File: src/rtl/cbp_pkg.sv
// Shared helpers and control record for the pipelined carry-bypass adder.
package cbp_pkg;

    function automatic int cbp_block_width(input int num_bits, input int num_stages);
        return num_bits / num_stages;
    endfunction

    // Legal split: whole blocks, each at least two bits wide.
    function automatic bit cbp_split_ok(input int num_bits, input int num_stages);
        return (num_stages > 0) && ((num_bits % num_stages) == 0) && ((num_bits / num_stages) >= 2);
    endfunction

    typedef struct packed {
        logic valid;
        logic carry;
        logic msb_cin;
        logic smode;
    } cbp_ctrl_t;

endpackage

File: src/rtl/cbp_adder_pipe_block.sv
// One carry-bypass block: ripple add of W bits with the incoming carry
// forwarded straight to the carry out when every bit propagates.
module cbp_block #(
    parameter int W = 8
) (
    input  logic [W-1:0] a,
    input  logic [W-1:0] b,
    input  logic         ci,
    output logic [W-1:0] s,
    output logic         co,
    output logic         msb_ci
);
    logic [W:0]   w_c;
    logic [W-1:0] w_p;

    assign w_p    = a ^ b;
    assign w_c[0] = ci;

    for (genvar gi = 0; gi < W; gi++) begin : g_ripple
        assign w_c[gi+1] = (a[gi] & b[gi]) | (w_p[gi] & w_c[gi]);
    end

    assign s      = w_p ^ w_c[W-1:0];
    assign co     = (&w_p) ? ci : w_c[W];
    assign msb_ci = w_c[W-1];
endmodule

File: src/rtl/cbp_adder_pipe.sv
// Pipelined carry-bypass adder: one block per stage, bubble-collapsing
// valid/ready chain, signed/unsigned overflow taken from the last stage.
module cbp_adder_pipe
    import cbp_pkg::*;
#(
    parameter int NUM_BITS   = 32,
    parameter int NUM_STAGES = 4
) (
    input  logic                clk,
    input  logic                rst,
    input  logic                in_valid,
    output logic                in_ready,
    input  logic [NUM_BITS-1:0] A,
    input  logic [NUM_BITS-1:0] B,
    input  logic                Cin,
    input  logic                signed_mode,
    output logic                out_valid,
    input  logic                out_ready,
    output logic [NUM_BITS-1:0] Sum,
    output logic                Cout,
    output logic                Ovf
);
    localparam int W = cbp_block_width(NUM_BITS, NUM_STAGES);

    if (!cbp_split_ok(NUM_BITS, NUM_STAGES)) begin : g_bad_split
        $error("cbp_adder_pipe: NUM_BITS must split into NUM_STAGES blocks of >= 2 bits");
    end

    typedef struct packed {
        logic [NUM_BITS-1:0] a_rem;
        logic [NUM_BITS-1:0] b_rem;
        logic [NUM_BITS-1:0] sum_acc;
        cbp_ctrl_t           ctrl;
    } stage_t;

    stage_t                  w_src   [NUM_STAGES];
    stage_t                  w_stage [NUM_STAGES];
    logic                    w_adv   [NUM_STAGES];
    logic [NUM_STAGES-1:0]   w_vld;

    assign w_src[0] = '{a_rem: A, b_rem: B, sum_acc: '0,
                        ctrl: '{valid: in_valid & w_adv[0], carry: Cin,
                                msb_cin: 1'b0, smode: signed_mode}};

    for (genvar gi = 0; gi < NUM_STAGES; gi++) begin : g_stage
        logic [W-1:0] w_s;
        logic         w_co;
        logic         w_msb_ci;
        stage_t       w_next;
        stage_t       r_q;

        cbp_block #(.W(W)) u_block (
            .a      (w_src[gi].a_rem[gi*W +: W]),
            .b      (w_src[gi].b_rem[gi*W +: W]),
            .ci     (w_src[gi].ctrl.carry),
            .s      (w_s),
            .co     (w_co),
            .msb_ci (w_msb_ci)
        );

        always_comb begin
            w_next                    = w_src[gi];
            w_next.sum_acc[gi*W +: W] = w_s;
            w_next.ctrl.carry         = w_co;
            w_next.ctrl.msb_cin       = w_msb_ci;
        end

        always_ff @(posedge clk or posedge rst) begin
            if (rst) begin
                r_q <= '0;
            end else if (w_adv[gi]) begin
                r_q <= w_next;
            end
        end

        assign w_stage[gi] = r_q;
        assign w_vld[gi]   = r_q.ctrl.valid;
        // A stage may move if any stage at or after it holds a bubble, or the sink pops.
        assign w_adv[gi]   = out_ready | ~(&w_vld[NUM_STAGES-1:gi]);

        if (gi > 0) begin : g_link
            assign w_src[gi] = w_stage[gi-1];
        end
    end

    assign in_ready  = w_adv[0];
    assign out_valid = w_stage[NUM_STAGES-1].ctrl.valid;
    assign Sum       = w_stage[NUM_STAGES-1].sum_acc;
    assign Cout      = w_stage[NUM_STAGES-1].ctrl.carry;
    assign Ovf       = w_stage[NUM_STAGES-1].ctrl.smode
                     ? (w_stage[NUM_STAGES-1].ctrl.msb_cin ^ w_stage[NUM_STAGES-1].ctrl.carry)
                     : w_stage[NUM_STAGES-1].ctrl.carry;
endmodule

File: config.mk
export PLATFORM = sky130hd
export DESIGN_NAME = cbp_adder_pipe
export DESIGN_NICKNAME = d
export VERILOG_FILES = /design/src/rtl/cbp_pkg.sv /design/src/rtl/cbp_adder_pipe_block.sv /design/src/rtl/cbp_adder_pipe.sv
export SDC_FILE = /design/constraint.sdc
export NUM_CORES = 1
export LEC_CHECK = 0
export CORE_UTILIZATION = 46
export DETAILED_ROUTE_END_ITERATION = 8
export PLACE_DENSITY = 0.71
export SLEW_MARGIN = 0
export SYNTH_ARGS = -nofsm -noshare
export SYNTH_HDL_FRONTEND = slang
export SYNTH_SLANG_ARGS = --single-unit
File: constraint.sdc
create_clock -name clk -period 5.9 [get_ports clk]
set_input_delay 0.885 -clock clk [delete_from_list [all_inputs] [get_ports clk]]
set_output_delay 0.885 -clock clk [all_outputs]
set_load 0.01 [all_outputs]
==> results of run 1 <==
[metal layers]
| layer | track usage (%) | routed length (um) |
|---|---|---|
| met4 | 6.26 | 211 |
| met5 | 0 | 0 |
| met3 | 3.28 | 420 |
| met2 | 28.2 | 7550 |
| met1 | 24.6 | 7880 |
[per-stage QoR]
stage	cell area [um^2]	total power, mW	setup slack [ns]	hold slack (ns)	util [%]
after floorplan	8610	2.48	1.86	0.439	-
after CTS	10200	3.94	1.65	0.466	56.2
final	10200	3.89	1.65	0.463	56.2
after global placement	9620	2.77	1.34	0.450	53.0
after global routing	10200	4.13	1.48	0.478	56.2
after detailed placement	9620	2.81	1.20	0.455	53.0
[worst paths after layout]
path,start,endpoint,slack [ns],depth (start not counted)
max,Cin,g_stage[0].r_q[11],1.65,13
min,g_stage[0].r_q[88],g_stage[1].r_q[88],0.46,2
max reg2reg,g_stage[1].r_q[2],g_stage[2].r_q[27],2.09,12
min reg2reg,g_stage[0].r_q[88],g_stage[1].r_q[88],0.46,2
max in group asynchronous,rst,g_stage[0].r_q[88],4.07,3
min in group asynchronous,rst,g_stage[2].r_q[6],1.06,3
[Yosys cell counts (3+ instances only)]
library cell and number:
sky130_fd_sc_hd__a21oi_1 7, sky130_fd_sc_hd__buf_1 6, sky130_fd_sc_hd__buf_2 8, sky130_fd_sc_hd__buf_4 36
sky130_fd_sc_hd__clkbuf_1 13, sky130_fd_sc_hd__dfrtp_1 189, sky130_fd_sc_hd__fa_1 32, sky130_fd_sc_hd__ha_1 32
sky130_fd_sc_hd__inv_1 33, sky130_fd_sc_hd__mux2_2 39, sky130_fd_sc_hd__mux2_4 16, sky130_fd_sc_hd__nand2_1 335
sky130_fd_sc_hd__nand2b_1 5, sky130_fd_sc_hd__nand4_1 8, sky130_fd_sc_hd__nor2_1 7, sky130_fd_sc_hd__nor3_1 4
sky130_fd_sc_hd__o21a_1 4, sky130_fd_sc_hd__o21ai_0 10, sky130_fd_sc_hd__o31ai_1 3
[report_power, final]
part / switching [mW] / total, mW / internal [mW]
Combinational: 0.463 / 0.943 / 0.479
Sequential: 0.213 / 1.83 / 1.62
Clock: 0.476 / 1.12 / 0.644
[kinds of logic (layout without fill, tap and decap cells)]
kind of cell               after synthesis  after routing  synth area share (%)
xor gates and xnor gates                 1              1                 0.102
buffers and inverters                   99            177                  6.20
adders and majority gates               64             64                  12.1
muxes                                   57             57                  8.12
AOI/OAI and AO/OA                       25             25                  1.70
and+or+nand+nor                        366            366                  16.9
DFF                                    189            189                  54.9
[worst min-delay path, cell delays in order (launching register included)]
cell,delay (ns)
sky130_fd_sc_hd__dfrtp_1,0.34
sky130_fd_sc_hd__nand2_1,0.05
sky130_fd_sc_hd__nand2_1,0.05
[state kept, by name, indices dropped and copies added, names as in the netlist]
register / flops
g_stage.r_q: 155
out_valid: 1
Sum: 32
Cout: 1
[layout make-up]
class                   count  area share (%)
inverters                  34            1.31
multi-input cells         513            32.9
clock inverters            10            1.13
flip-flops and latches    189            46.4
repair buffers            112            11.0
clock buffers              21            4.52
well taps                 229            2.81
==> out/summary.log, run 1 <==
[run_status] outcome finished with violations
[run_status] violated checks design-rule violations
[global_routing] number of antenna violations at the first check in global routing 0
[cts] H-tree depth 4
[setup_path] worst-path cell with the longest stage delay sky130_fd_sc_hd__clkdlybuf4s50_1
[sta] RSZ-0062 raised after global routing false
[setup_path] total buffers and inverters traversed by the critical path 4
[route] remaining number of nets flagged by the antenna check after routing 0
[setup_path] worst endpoint required time 6.25 ns
[floorplan] initial cell density of the core 47.4%
[yosys] synthesized cell area 8610 um^2
[yosys] syn nets 935
[layout] count of non-filler cells in the finished layout 1,108
[sta] final critical-path required period 4.25 ns
[setup_path] critical path type input port to flip-flop
[placed_design] final weighted congestion in routability-driven placement 0.778
[yosys] Synthesis Warnings 0
[pwr] power density over the cells 382 nW/um^2
[cts] clock-pin slew reported for the worst setup and hold paths after clock tree synthesis 0.06 ns
[global_routing] maximum number of pins on one net before global-route repair 190
[placed_design] Placed Cells 1,077
[setup_path] crit path cell chain clkdlybuf4s50_1 > inv_1 > fa_1 > inv_1 > fa_1 > fa_1 > fa_1 > fa_1 > fa_1 > fa_1 > inv_1 > fa_1 > mux2i_1
[layout] flip-flop and latch area 4730 um^2
[cts] post-cts repair resize count 0
[route] sum of routed wire length over all layers 16,100 um
[setup_path] Top Family by Delay on Critical Path adder cells
[worst_hold_path] hold crit path type flip-flop to flip-flop
[cts] CTS buffer count 17
[layout] antenna fix cells 0
[setup_path] element type at the critical path end flip-flop
[yosys] top cell type by total area after synthesis sky130_fd_sc_hd__dfrtp_1
[cts] buffer type at the clock tree root sky130_fd_sc_hd__clkbuf_16
[floorplan] area of the die 19,300 um^2
[sta] setup TNS after final layout 0 ns
[route] number of remaining DRC errors 7
[cts] clock latency on the worst-skew pair 0.44 ns
[route] ratio of routed vias to standard cells 4.77
[layout] most common cell after layout, fill and taps aside sky130_fd_sc_hd__nand2_1
[route] number of iterations in the first detailed-routing pass 6
[yosys] number of flops mapped to enable cells by yosys 0
[route] violation count after the first detailed-route iteration 331
[floorplan] die height 139 um
[placed_design] dpl hpwl 10,900 um
[cts] post-CTS setup-driven buffer insertion count 0
[cts] clock tree from TritonCTS yes
[layout] nets 1,001
[sta] count of pins over their slew limit 0
[floorplan] die span in x 139 um
[floorplan] number of I/O pins 106
[global_routing] global-route wire length before repair 26,800 um
[sta] worst-case clock skew 0.0188 ns
[route] total number of vias 5,283
[layout] layout cells sized above 1 10.8%
[sta] count of endpoints failing setup in the final report 0
[layout] fill count 1,613
[pwr] largest voltage drop on the vdd net 0.257 mV
[sta] Relative slew margins 31.7%
[placed_design] port bufs 105
[sta] actual transition at the worst max-transition pin 1.02 ns
[yosys] register area share after synthesis 54.9%
[yosys] most frequently used flop master after synthesis sky130_fd_sc_hd__dfrtp_1
[yosys] distinct cell type count after synthesis 31
[route] Routed WL per cell 14.5 um
[cts] number of sinks handled by clock tree synthesis 189
[sta] final period utilization 72.0%
[setup_path] Critical Path Start Type input port
[yosys] area share of the largest cell type after synthesis 54.9%
[layout] area used by multi-input combinational logic 3350 um^2
[cts] CTS Hold Buffers Added 0
[yosys] Seq cells post-synth 189
[floorplan] core area 18,100 um^2
[flow_run] max capacitance violation total 0
[setup_path] CP peak stage delay 0.44 ns
[setup_path] highest net fanout along the worst path 2
[yosys] Mapped Cells 801
[layout] leading cell types in the layout, fill and taps excluded sky130_fd_sc_hd__nand2_1 (335), sky130_fd_sc_hd__dfrtp_1 (189), sky130_fd_sc_hd__clkdlybuf4s50_1 (105)
[layout] Syn-to-layout area delta 18.4%
[floorplan] Cell Rows 49
[global_routing] All-Layer GR Usage 17.8%
[yosys] share of flip-flops with an asynchronous set or reset after synthesis 100%
[global_routing] total overflow reported by the global router 0
[sta] Fmax 0.235 GHz
[yosys] top area cells in the synthesized netlist sky130_fd_sc_hd__dfrtp_1 (55%), sky130_fd_sc_hd__nand2_1 (15%), sky130_fd_sc_hd__fa_1 (7.4%)
[setup_path] critical path data arrival time 4.60 ns
[global_routing] via count of the first global-routing pass 5,332
[setup_path] Most Frequent Cell on Critical Path sky130_fd_sc_hd__fa_1
[yosys] per-instance average area after synthesis 10.8 um^2
[cts] maximum clock path buffer count 2
[sta] number of hold violations in the final report 0
[pwr] total leakage power 5.01 nW
No activity file was read; power rests on OpenSTA's default activity.
==> run 2: changes to the inputs <==
PLACE_DENSITY = 0.68   (was 0.71)
clock period = 4.36 ns   (was 5.9 ns; I/O delays follow)
==> run 2 against run 1 <==
The run still ends with design-rule violations left. Critical path depth is the same. Clock skew shrank 0.0074 ns. Die area is the same. Global-route usage grew 0.98 points. Worst setup slack lost 1.3 ns. Via count is essentially flat. Wire length grew 2.5%. Critical path type unchanged. Largest cell class unchanged. Largest power group unchanged.
==> out/summary.log, run 2 (synthesis gave the netlist of run 1 again) <==
[run_status] outcome finished with violations
[run_status] violated checks design-rule violations
[setup_path] launch point of the worst reg-to-reg path g_stage[2].r_q[60]
[sta] actual transition at the worst max-transition pin 1.07 ns
[cts] clock-pin slew reported for the worst setup and hold paths after clock tree synthesis 0.07 ns
[pwr] power density over the cells 516 nW/um^2
[global_routing] global-route wire length before repair 28,300 um
[setup_path] critical path data arrival time 4.36 ns
[setup_path] Most Frequent Cell on Critical Path sky130_fd_sc_hd__fa_1
[sta] Fmax 0.250 GHz
[sta] final period utilization 91.8%
[placed_design] cell area reported after detailed placement 9660 um^2
[route] violation count after the first detailed-route iteration 323
[setup_path] worst endpoint required time 4.71 ns
[setup_path] depth of the worst register-to-register path 14
[cts] CTS Hold Buffers Added 0
[global_routing] total overflow reported by the global router 0
[layout] nets 1,005
[layout] leading cell types in the layout, fill and taps excluded sky130_fd_sc_hd__nand2_1 (335), sky130_fd_sc_hd__dfrtp_1 (189), sky130_fd_sc_hd__clkdlybuf4s50_1 (105)
[global_routing] All-Layer GR Usage 18.8%
[setup_path] highest net fanout along the worst path 2
[placed_design] dpl hpwl 11,600 um
[cts] H-tree depth 4
[route] number of iterations in the first detailed-routing pass 6
[layout] cell area after layout 10,200 um^2
[route] Routed WL per cell 14.8 um
[layout] most common cell after layout, fill and taps aside sky130_fd_sc_hd__nand2_1
[setup_path] element type at the critical path end flip-flop
[layout] number of flip-flops in the largest register 155
[cts] CTS buffer count 17
[route] sum of routed wire length over all layers 16,500 um
[worst_hold_path] worst hold endpoint g_stage[2].r_q[11]
[setup_path] crit path cell chain clkdlybuf4s50_1 > inv_1 > fa_1 > inv_1 > fa_1 > fa_1 > fa_1 > fa_1 > fa_1 > fa_1 > inv_1 > fa_1 > mux2i_1
[flow_run] max capacitance violation total 0
[layout] antenna fix cells 0
[layout] top register by number of flip-flops g_stage.r_q
[setup_path] CP peak stage delay 0.44 ns
[global_routing] number of antenna violations at the first check in global routing 0
[floorplan] initial cell density of the core 47.4%
[global_routing] via count of the first global-routing pass 5,553
[cts] number of sinks handled by clock tree synthesis 189
[layout] Syn-to-layout area delta 19.0%
[pwr] total leakage power 5.04 nW
[sta] final critical-path required period 4.00 ns
[floorplan] die span in x 139 um
[setup_path] flop2flop setup slack 0.62 ns
[setup_path] R2R Path End Cout
[worst_hold_path] worst hold path startpoint g_stage[1].r_q[11]
[layout] layout cells sized above 1 11.3%
[cts] maximum clock path buffer count 2
[worst_hold_path] WHS Path Cells 2
[cts] clock latency on the worst-skew pair 0.43 ns
[floorplan] die height 139 um
[cts] post-cts repair resize count 0
[placed_design] final weighted congestion in routability-driven placement 0.751
[global_routing] maximum number of pins on one net before global-route repair 57
[floorplan] Cell Rows 49
[route] number of remaining DRC errors 21
[cts] clock tree from TritonCTS yes
[setup_path] Critical Path Start Type input port
[route] remaining number of nets flagged by the antenna check after routing 0
[setup_path] critical path type input port to flip-flop
[route] ratio of routed vias to standard cells 4.75
[route] total number of vias 5,286
[sta] count of endpoints failing setup in the final report 0
[sta] worst-case clock skew 0.0114 ns
[setup_path] worst-path cell with the longest stage delay sky130_fd_sc_hd__clkdlybuf4s50_1
[placed_design] port bufs 105
[floorplan] core area 18,100 um^2
[floorplan] number of I/O pins 106
[sta] Relative slew margins 28.5%
[sta] setup TNS after final layout 0 ns
[floorplan] area of the die 19,300 um^2
[cts] buffer type at the clock tree root sky130_fd_sc_hd__clkbuf_16
[pwr] largest voltage drop on the vdd net 0.312 mV
[sta] count of pins over their slew limit 0
[cts] post-CTS setup-driven buffer insertion count 0
[worst_hold_path] hold crit path type flip-flop to flip-flop
[sta] RSZ-0062 raised after global routing false
[sta] number of hold violations in the final report 0
run 2: area by class of cell:
| class | count | area [um^2] |
|---|---|---|
| Timing Repair Buffer | 116 | 1160 |
| Clock inverter | 9 | 111 |
| Multi-Input combinational cell | 513 | 3350 |
| Fill cell | 1566 | 7900 |
| Tap cell | 229 | 287 |
| Sequential cell | 189 | 4730 |
| Clock buffer | 22 | 474 |
| Inverter | 34 | 134 |
run 2: power by group:
group	switching [mW]	internal [mW]	leakage [nW]
combinational	0.625	0.647	2.51
clock	0.641	0.889	0.283
sequential	0.295	2.19	2.25
run 2: routing by layer:
layer | GRT usage (%) | routed length [um] | up-vias
met4 | 5.61 | 200 | 0
met3 | 3.73 | 542 | 15
met2 | 29.8 | 7700 | 94
li1 | - | - | 2602
met1 | 26.2 | 8020 | 2575
met5 | 0 | 0 | -
run 2: per-stage QoR:
step | hold slack, ns | worst slack [ns] | instances | utilization, % | power (mW)
after detailed placement | 0.455 | -0.106 | 1081 | 53.2 | 3.80
after global placement | 0.448 | 0.0432 | 1081 | 53.2 | 3.76
after floorplan | 0.439 | 0.547 | 801 | - | 3.36
after CTS | 0.467 | 0.342 | 1112 | 56.5 | 5.35
after global routing | 0.489 | 0.213 | 1112 | 56.5 | 5.64
final | 0.464 | 0.355 | 1112 | 56.5 | 5.28
run 2: critical path, delay by kind of cell:
family	cells	cell delay, ns
muxes	1	0.13
adders and majority gates	8	2.90
buffers and inverters	4	0.65
run 2: worst max-delay path by stage:
| stage | start | to | slack, ns | cells past startpoint |
|---|---|---|---|---|
| 6_report | B[0] | g_stage[0].r_q[11] | 0.36 | 13 |
| 3_5_place_dp | A[0] | g_stage[0].r_q[11] | -0.11 | 13 |
| 3_3_place_gp | A[0] | g_stage[0].r_q[11] | 0.04 | 13 |
| 5_1_grt | B[0] | g_stage[0].r_q[11] | 0.21 | 13 |
| 4_1_cts | A[0] | g_stage[0].r_q[11] | 0.34 | 13 |
| 2_1_floorplan | A[0] | g_stage[0].r_q[11] | 0.55 | 12 |
